--- config.mk ---
export PLATFORM = sky130hd
export DESIGN_NAME = tank_register_writer
export DESIGN_NICKNAME = d
export VERILOG_FILES = /design/src/rtl/tank_pkg.sv /design/src/rtl/tank_pos_step_clamp.sv /design/src/rtl/tank_register_writer.sv
export SDC_FILE = /design/constraint.sdc
export NUM_CORES = 1
export LEC_CHECK = 0
export BUFFER_PORTS_ARGS = -buffer_cell sky130_fd_sc_hd__buf_2
export CORE_ASPECT_RATIO = 0.5
export CORE_UTILIZATION = 35
export DETAILED_ROUTE_END_ITERATION = 10
export PLACE_DENSITY = 0.59
export SKIP_LAST_GASP = 1
export SYNTH_ARGS = -nofsm -noshare
export SYNTH_HDL_FRONTEND = slang
export SYNTH_SLANG_ARGS = --single-unit
export TNS_END_PERCENT = 20
--- constraint.sdc ---
create_clock -name clk -period 8.8 [get_ports clk]
set_input_delay 0 -clock clk [delete_from_list [all_inputs] [get_ports clk]]
set_output_delay 0 -clock clk [all_outputs]
set_load 0.02 [all_outputs]
--- src/rtl/tank_pkg.sv ---
// Shared types and constants for the tank register writer.
package tank_pkg;

    // Tank heading as written to the controller direction register.
    typedef enum logic [1:0] {
        Up    = 2'd0,
        Right = 2'd1,
        Down  = 2'd2,
        Left  = 2'd3
    } dir_t;

    // Register select values on address_o.
    localparam logic [1:0] ADDR_X   = 2'b00;
    localparam logic [1:0] ADDR_Y   = 2'b01;
    localparam logic [1:0] ADDR_DIR = 2'b10;

    // Frame update sequencer states.
    typedef enum logic [2:0] {
        StIdle,
        StUpdate,
        StWrX,
        StWrY,
        StWrDir
    } state_t;

    // Power-on placement: tank n starts at (X0 + SPACING*n, Y0 + SPACING*n).
    localparam int unsigned X0      = 60;
    localparam int unsigned Y0      = 40;
    localparam int unsigned SPACING = 30;

    function automatic logic [31:0] init_x(input int unsigned n);
        return 32'(X0 + SPACING * n);
    endfunction

    function automatic logic [31:0] init_y(input int unsigned n);
        return 32'(Y0 + SPACING * n);
    endfunction

endpackage

--- src/rtl/tank_pos_step_clamp.sv ---
// Combinational one-step move of a tank position along a heading, clamped so the
// sprite stays entirely inside the visible area.
module tank_pos_step_clamp
    import tank_pkg::*;
#(
    parameter int unsigned HALF_SIZE = 16,
    parameter int unsigned STEP      = 4,
    parameter int unsigned H_RES     = 640,
    parameter int unsigned V_RES     = 480
) (
    input  logic [31:0] i_x,
    input  logic [31:0] i_y,
    input  dir_t        i_dir,
    input  logic        i_move,
    output logic [31:0] o_x,
    output logic [31:0] o_y
);

    localparam logic [31:0] PosMin   = 32'(HALF_SIZE);
    localparam logic [31:0] XMax     = 32'(H_RES - HALF_SIZE);
    localparam logic [31:0] YMax     = 32'(V_RES - HALF_SIZE);
    localparam logic [31:0] DecFloor = 32'(HALF_SIZE + STEP);
    localparam logic [31:0] Step32   = 32'(STEP);

    // Compare before subtracting so an unsigned position can never wrap below zero.
    function automatic logic [31:0] pos_dec(input logic [31:0] pos);
        return (pos < DecFloor) ? PosMin : pos - Step32;
    endfunction

    // Sum carried in 33 bits so the compare against the limit is exact.
    function automatic logic [31:0] pos_inc(input logic [31:0] pos, input logic [31:0] max);
        logic [32:0] sum;
        sum = {1'b0, pos} + {1'b0, Step32};
        return (sum > {1'b0, max}) ? max : sum[31:0];
    endfunction

    // Next position: unchanged on turn-only, otherwise one clamped step along the heading.
    always_comb begin
        o_x = i_x;
        o_y = i_y;
        if (i_move) begin
            unique case (i_dir)
                Up:    o_y = pos_dec(i_y);
                Right: o_x = pos_inc(i_x, XMax);
                Down:  o_y = pos_inc(i_y, YMax);
                Left:  o_x = pos_dec(i_x);
            endcase
        end
    end

endmodule

--- src/rtl/tank_register_writer.sv ---
// Owns every tank's position and heading; once per frame applies the pending command
// of each tank and writes x, y and direction into that tank's controller.
module tank_register_writer
    import tank_pkg::*;
#(
    parameter int unsigned NUM_TANKS = 2,
    parameter int unsigned HALF_SIZE = 16,
    parameter int unsigned STEP      = 4,
    parameter int unsigned H_RES     = 640,
    parameter int unsigned V_RES     = 480,
    localparam int unsigned TW       = (NUM_TANKS > 1) ? $clog2(NUM_TANKS) : 1
) (
    input  logic          clk,
    input  logic          rst,
    input  logic          frame_tick_i,
    input  logic          cmd_valid_i,
    input  logic [TW-1:0] cmd_tank_i,
    input  logic [1:0]    cmd_dir_i,
    input  logic          cmd_move_i,
    output logic          MW_o,
    output logic [1:0]    address_o,
    output logic [31:0]   data_o,
    output logic [TW-1:0] tank_sel_o,
    output logic          busy_o,
    output logic          overrun_o
);

    // Authoritative per-tank state.
    logic [31:0] r_x   [NUM_TANKS];
    logic [31:0] r_y   [NUM_TANKS];
    dir_t        r_dir [NUM_TANKS];

    // Latest command per tank, waiting for the next frame.
    logic        r_pend_valid [NUM_TANKS];
    dir_t        r_pend_dir   [NUM_TANKS];
    logic        r_pend_move  [NUM_TANKS];

    state_t        r_state;
    logic [TW-1:0] r_idx;
    logic          r_mw;
    logic [1:0]    r_addr;
    logic [31:0]   r_data;
    logic [TW-1:0] r_sel;
    logic          r_busy;
    logic          r_overrun;

    logic [31:0] w_next_x;
    logic [31:0] w_next_y;
    logic        w_step;
    logic        w_last;

    assign w_step = r_pend_valid[r_idx] & r_pend_move[r_idx];
    assign w_last = (r_idx == TW'(NUM_TANKS - 1));

    tank_pos_step_clamp #(
        .HALF_SIZE (HALF_SIZE),
        .STEP      (STEP),
        .H_RES     (H_RES),
        .V_RES     (V_RES)
    ) u_step_clamp (
        .i_x    (r_x[r_idx]),
        .i_y    (r_y[r_idx]),
        .i_dir  (r_pend_dir[r_idx]),
        .i_move (w_step),
        .o_x    (w_next_x),
        .o_y    (w_next_y)
    );

    // Command capture; a new command beats the clear from the same-cycle UPDATE.
    always_ff @(posedge clk or posedge rst) begin
        if (rst) begin
            for (int n = 0; n < NUM_TANKS; n++) begin
                r_pend_valid[n] <= 1'b0;
                r_pend_dir[n]   <= Up;
                r_pend_move[n]  <= 1'b0;
            end
        end else begin
            for (int n = 0; n < NUM_TANKS; n++) begin
                if (cmd_valid_i && (cmd_tank_i == TW'(n))) begin
                    r_pend_valid[n] <= 1'b1;
                    r_pend_dir[n]   <= dir_t'(cmd_dir_i);
                    r_pend_move[n]  <= cmd_move_i;
                end else if ((r_state == StUpdate) && (r_idx == TW'(n))) begin
                    r_pend_valid[n] <= 1'b0;
                end
            end
        end
    end

    // Frame sequencer: per tank UPDATE then three register writes, outputs registered.
    always_ff @(posedge clk or posedge rst) begin
        if (rst) begin
            r_state   <= StIdle;
            r_idx     <= '0;
            r_mw      <= 1'b0;
            r_addr    <= ADDR_X;
            r_data    <= '0;
            r_sel     <= '0;
            r_busy    <= 1'b0;
            r_overrun <= 1'b0;
            for (int n = 0; n < NUM_TANKS; n++) begin
                r_x[n]   <= init_x(n);
                r_y[n]   <= init_y(n);
                r_dir[n] <= Up;
            end
        end else begin
            r_overrun <= frame_tick_i && (r_state != StIdle);
            unique case (r_state)
                StIdle: begin
                    if (frame_tick_i) begin
                        r_idx   <= '0;
                        r_busy  <= 1'b1;
                        r_state <= StUpdate;
                    end
                end
                StUpdate: begin
                    if (r_pend_valid[r_idx]) begin
                        r_dir[r_idx] <= r_pend_dir[r_idx];
                        r_x[r_idx]   <= w_next_x;
                        r_y[r_idx]   <= w_next_y;
                    end
                    // w_next_x equals the stored x when nothing moves.
                    r_mw    <= 1'b1;
                    r_sel   <= r_idx;
                    r_addr  <= ADDR_X;
                    r_data  <= w_next_x;
                    r_state <= StWrX;
                end
                StWrX: begin
                    r_addr  <= ADDR_Y;
                    r_data  <= r_y[r_idx];
                    r_state <= StWrY;
                end
                StWrY: begin
                    r_addr  <= ADDR_DIR;
                    r_data  <= 32'(r_dir[r_idx]);
                    r_state <= StWrDir;
                end
                StWrDir: begin
                    r_mw <= 1'b0;
                    if (w_last) begin
                        r_busy  <= 1'b0;
                        r_state <= StIdle;
                    end else begin
                        r_idx   <= r_idx + TW'(1);
                        r_state <= StUpdate;
                    end
                end
                default: begin
                    r_mw    <= 1'b0;
                    r_busy  <= 1'b0;
                    r_state <= StIdle;
                end
            endcase
        end
    end

    assign MW_o       = r_mw;
    assign address_o  = r_addr;
    assign data_o     = r_data;
    assign tank_sel_o = r_sel;
    assign busy_o     = r_busy;
    assign overrun_o  = r_overrun;

endmodule

## Word-level counts from Yosys, hierarchy flattened

Cells that the tools add are included.

| operators by class | value |
|---|---|
| bitwise operators | 5 |
| add/sub/neg operators | 5 |
| reduce and logical (&&, ||, !) cells | 18 |
| equal/unequal tests | 9 |
| mux-type cells | 49 |
| $lt $le $gt $ge | 6 |

Operators with widths:

| operator | number |
|---|---|
| 32-bit two-way mux | 13 |
| 64-bit bitwise mux | 2 |
| 32-bit case mux with 2 select lines | 2 |
| 32-bit case mux with 3 select lines | 1 |
| 32-bit by 3-bit adder with 33-bit output, second input constant | 2 |
| 32-bit by 5-bit < comparator with 1-bit output, second input constant | 2 |
| 32-bit by 3-bit subtractor with 32-bit output, second input constant | 2 |
| 33-bit by 10-bit greater-than comparator with 1-bit output, second input constant | 1 |
| 33-bit by 9-bit greater-than comparator with 1-bit output, second input constant | 1 |
| 32-bit demux with 1-bit select | 1 |
| 1-bit two-way mux | 15 |
| 3-bit case mux with 5 select lines | 1 |
| 2-bit two-way mux | 7 |
| 3-bit by 2-bit == test with 1-bit output, second input constant | 2 |
| 1-bit logical AND | 6 |
| 2-bit case mux with 3 select lines | 1 |
| 2-bit nonzero test | 3 |
| 3-bit nonzero test | 2 |
| 3-bit OR reduction | 2 |
| 4-bit bitwise mux | 1 |
| 2-bit == test, second input constant | 2 |
| 2-bit inequality test, second input constant | 2 |
| 1-bit case mux with 2 select lines | 2 |
| 2-bit AND reduction | 2 |
| other kinds (15) | 17 |

| storage, ports and cells | value |
|---|---|
| output and inout port bits | 38 |
| input bits | 8 |
| register bits after elaboration | 182 |

## Longest topological paths before layout

| depth | value |
|---|---|
| word-level depth | 10 |
| gate-level depth with buffers | 22 |
| gate-level depth less buffers | 12 |

## By module

From an unflattened synthesis, not the netlist that was laid out.

| unflattened totals | value |
|---|---|
| cell total of the unflattened synthesis | 1,204 |
| area, all modules | 11,737.5 um^2 |

By module, submodules not included:

| module | instances | area an instance (um^2) | cells each |
|---|---|---|---|
| tank_register_writer | 1 | 7,948.9 | 567 |
| tank_pos_step_clamp | 1 | 3,788.6 | 637 |

## Worst setup path after synthesis

No wires, ideal clock.

| timing path | value |
|---|---|
| kind | register -> register |
| start | register r_idx |
| end | register r_data[9] (netlist: data_o[9]) |
| buffers on the path | 9 |
| data arrival time | 4.917 ns |
| stages on the path, launching flop included | 22 |
| clock period less this slack | 5.043 ns |
| setup slack | 3.757 ns |
| data required time | 8.674 ns |
| path through | dfrtp_1 > buf_4 > buf_6 > buf_4 > buf_2 > buf_4 > buf_2 > buf_2 > buf_1 > buf_1 > mux2i_1 > inv_1 > ha_1 > nand4_1 > a222oi_1 > or4b_1 > o211ai_1 > o2111ai_1 > nor3_2 > a21oi_1 > o32a_1 > a221o_1 |

| between the ends | value |
|---|---|
| cells in the longest elaborated chain, start to end | 10 |
| elaborated cells between the ends (all ways) | 28 |

Ends and longest elaborated chain:

| item | line | RTL |
|---|---|---|
| start: declaration | tank_register_writer.sv:39 | `logic [TW-1:0] r_idx;` |
| start signal: assignment | tank_register_writer.sv:145 | `r_idx <= r_idx + TW'(1);` |
| 1-bit NOT with 2-bit output (not written as such) (*) | n/a |  |
| 32-bit two-way mux (not written as such) (3 in a row) | tank_register_writer.sv:61 | `.i_x (r_x[r_idx]),` |
| 32-bit by 3-bit adder with 33-bit output | tank_pos_step_clamp.sv:33 | `sum = {1'b0, pos} + {1'b0, Step32};` |
| 33-bit by 10-bit greater-than comparator with 1-bit output | tank_pos_step_clamp.sv:34 | `return (sum > {1'b0, max}) ? max : sum[31:0];` |
| 32-bit two-way mux | tank_pos_step_clamp.sv:34 |  |
| 32-bit case mux with 2 select lines | tank_pos_step_clamp.sv:42 | `unique case (i_dir)` |
| 32-bit two-way mux | tank_pos_step_clamp.sv:41 | `if (i_move) begin` |
| 32-bit case mux with 3 select lines (*) | tank_register_writer.sv:108 | `unique case (r_state)` |
| end signal: assignment | tank_register_writer.sv:126 | `r_data <= w_next_x;` |
| end signal: assignment | tank_register_writer.sv:131 | `r_data <= r_y[r_idx];` |
| end signal: assignment | tank_register_writer.sv:136 | `r_data <= 32'(r_dir[r_idx]);` |
| end: declaration | tank_register_writer.sv:42 | `logic [31:0] r_data;` |

Every way passes the cells marked *; elsewhere a longest branch is shown, timed or not. The select of a mux whose other input is x is not followed.
A chain may end at the register's enable or synchronous reset.

## Worst setup path in the final report

| timing path | value |
|---|---|
| start | register r_idx |
| end | register r_y[50] in the netlist's numbering |

| between the ends | value |
|---|---|
| cells in the longest elaborated chain, start to end | 10 |
| elaborated cells between the ends (all ways) | 31 |

Ends and longest elaborated chain:

| item | line | RTL |
|---|---|---|
| 1-bit NOT with 2-bit output (not written as such) (*) | n/a |  |
| 32-bit two-way mux (not written as such) (3 in a row) | tank_register_writer.sv:62 | `.i_y (r_y[r_idx]),` |
| 32-bit by 3-bit adder with 33-bit output | tank_pos_step_clamp.sv:33 |  |
| 33-bit by 9-bit greater-than comparator with 1-bit output | tank_pos_step_clamp.sv:34 |  |
| 32-bit two-way mux | tank_pos_step_clamp.sv:34 |  |
| 32-bit case mux with 2 select lines | tank_pos_step_clamp.sv:42 |  |
| 32-bit two-way mux | tank_pos_step_clamp.sv:41 |  |
| 64-bit bitwise mux | tank_register_writer.sv:120 | `r_y[r_idx] <= w_next_y;` |
| end signal: indexed assignment | tank_register_writer.sv:103 | `r_y[n] <= init_y(n);` |
| end signal: indexed assignment | tank_register_writer.sv:120 |  |
| end: declaration | tank_register_writer.sv:30 | `logic [31:0] r_y [NUM_TANKS];` |

Marked as above.

==> metrics.cfg <==
[global_routing]
antenna_found_initial=0
grt_util_all_layers=0.220
grt_pass1_wl_mm=60.9
overflow=0
grt_pass1_vias=10363
grt_max_degree=111

[yosys]
synth_commonest_cells=nand2_1, dfrtp_1, o21ai_0, a21oi_1, nor2_1
dominantRegCellSynth=dfrtp_1
yosys-top-cells-area=dfrtp_1, nand2_1, mux2_2, o21ai_0, mux2i_1
yosysTopAreaCellShare=0.351
async_reset_ff_frac=1.00
synth_edf_count=0
syn-mean-instance-area_um2=8.46
synth_seq_area_share=0.380
syn-cell-area_mm2=0.0120
netlist_instances=1423
synth.most_common_cell=nand2_1
yosysUniqueCellTypes=84
syn_nets=1436
synth_top_cell_by_area=dfrtp_1
ys_seq_elements=182
yosysWarningCount=0

[placement]
dp_hpwl_mm=26.9
io_buffers=45
place.gp.congestion=0.927

[sta]
period_share=0.588
tns_ns=0
period_needed_ns=5.18
fmax_ghz=0.193
tightest_slew_ns=1.21
finalHoldViolCount=0
slew-limit-headroom=0.170
fin_skew_ns=0.00921
drv_slew=0
rsz0062_at_grt=no
finalSetupViolations=0

[floorplan]
fp.dieW_um=264
core-area_mm2=0.0335
start_util=0.360
rows=47
die_area_mm2=0.0352
ios=46
die_h_um=133

[clock_network]
cts_sinks=182
cts_buffers=17
clock_latency_ns=0.45
clk_path_buf_depth=2
post_cts_resized=0
clk_pin_slew_ns=0.07
cts_tree=done
cts.htree.levels=4
clock-root-buffer=clkbuf_16

[detailed_routing]
finalWirelength_mm=38.2
drt_iter0_drc=1302
dr_total_vias=11212
drtPass1Iterations=5
wl_met1_mm=18.4
vias_per_cell=5.95
wl_per_cell_um=20.3
final_antenna_net_count=0
drc=0
top_layer_used=met4
wl_met2_mm=16.9
wl_met3_mm=2.38

[setup_path]
cp.depth=10
worst_setup_path_start_kind=register
worstReg2RegEnd=r_y[50]
r2r_start=r_idx
worstRegToRegCells=10
worstPathArrival_ns=5.52
crit_chain=buf_4 > mux2i_2 > o21ai_0 > or2_2 > o41ai_4 > nand2b_1 > o21ai_0 > nand2_1 > o21ai_0 > mux2_2
endpoint=r_y[50]
crit_path_end_kind=register
regToRegSetupSlack_ns=3.62
critical_path_class=register to register
cp.buffers_inverters=1
cp_common_cell=o21ai_0
crit_fanout=63
crit_start=r_idx
cp_slowest_stage_delay_ns=0.93
path_delay_family=compound AO/OA/AOI/OAI gates
cpMaxStageDelayCell=o41ai_4
cp_data_required_time_ns=9.14

[status]
status=complete, no violations

[worst_hold_path]
hold_class=input port to async pin

[finish]
nets=1444
area_growth_pct=10.2
num_antenna_cells=0
drive_above_1_share=0.134

[run]
cap_viol_max_count=0

[power_and_ir_drop]
p_leak_nw=5.49
ir_worst_vdd_v=0.000199
finalPower_mw=5.50
p_per_area_mw_per_mm2=415

[tightest hold or removal path, cell delays in order]
cell and delay (ns):
dlygate4sd3_1 0.53, buf_2 0.15, inv_8 0.52
[cells in the final DEF (no fill, tap or decap), types with 10 or more instances in the layout]
| master | n |
|---|---|
| dlygate4sd3_1 | 10 |
| mux2_2 | 60 |
| dfstp_2 | 13 |
| nand2_1 | 257 |
| inv_1 | 14 |
| nand2b_1 | 12 |
| a31oi_1 | 17 |
| a21oi_1 | 88 |
| o22ai_1 | 28 |
| dfrtp_1 | 168 |
| xnor2_1 | 20 |
| nand3_1 | 48 |
| o21ai_0 | 130 |
| nor2_1 | 85 |
| and3_1 | 12 |
| nand4_1 | 30 |
| buf_4 | 16 |
| clkbuf_16 | 17 |
| nor3_1 | 43 |
| or3_1 | 10 |
| o221ai_1 | 14 |
| mux2i_1 | 51 |
| nand3b_1 | 11 |
| nor4_1 | 13 |
| buf_2 | 45 |
| nand4b_1 | 13 |
| xor2_1 | 15 |
| a22oi_1 | 14 |
[metal layers]
metal  vias up  track usage
li1       5281            -
met1      5520        0.325
met2       374        0.331
met3        37       0.0423
met4         0       0.0507
met5         -            0
[kinds of logic (layout without fill, tap and decap cells)]
kind of cell	Yosys count	in the layout	synth area share
AND/OR/NAND/NOR	587	587	0.236
adder cells (fa/ha/maj)	5	5	0.00520
multiplexers	114	114	0.103
flip-flops	182	182	0.380
AO/OA/AOI/OAI	402	402	0.213
buffers and inverters	98	118	0.0370
XOR/XNOR	35	35	0.0255
[timing repair]
| item | CTS | global route |
|---|---|---|
| buffers inserted | 0 | 0 |
| hold endpoints to repair | 113 | 0 |
| hold buffers | 10 | 0 |
[cell type report]
cell class | count | area (um^2)
Clock buffer | 25 | 505
Clock inverter | 6 | 66.3
Fill cell | 3312 | 20200
Inverter | 16 | 67.6
Multi-Input combinational cell | 1143 | 7060
Sequential cell | 182 | 4570
Tap cell | 441 | 552
Timing Repair Buffer | 71 | 445
[state kept, by name, indices dropped and copies added (netlist names)]
| signal | cells |
|---|---|
| MW_o | 1 |
| address_o | 2 |
| busy_o | 1 |
| data_o | 32 |
| overrun_o | 1 |
| r_dir | 4 |
| r_idx | 1 |
| r_pend_dir | 4 |
| r_pend_move | 2 |
| r_pend_valid | 2 |
| r_state | 3 |
| r_x | 64 |
| r_y | 64 |
| tank_sel_o | 1 |
[worst min path at each step]
stage	depth (start not counted)	slack (ns)	start	end
3_3_place_gp	2	0.20	rst	r_x[15]
2_1_floorplan	1	0.15	frame_tick_i	overrun_o
5_1_grt	3	0.32	rst	r_x[15]
4_1_cts	3	0.27	rst	r_x[15]
3_5_place_dp	2	0.20	rst	r_x[47]
6_report	3	0.24	rst	r_x[15]
[through the flow]
stage	cell area (um^2)	hold WS [ns]	utilization	worst slack [ns]	std cells
final	13300	0.238	0.396	3.62	1884
after global routing	13300	0.323	0.396	3.28	1884
after CTS	13300	0.269	0.396	3.75	1884
after detailed placement	12600	0.204	0.376	3.72	1843
after global placement	12600	0.198	0.376	3.77	1843
after floorplan	12000	0.149	-	3.76	1423
[report_power, final]
group / leakage (nW) / internal (mW) / switching (mW)
Combinational: 2.79 / 1.10 / 2.10
Sequential: 2.42 / 1.14 / 0.402
Clock: 0.272 / 0.427 / 0.333
Total: 5.49 / 2.67 / 2.83
Note: power is estimated with default switching activity, not from simulation.
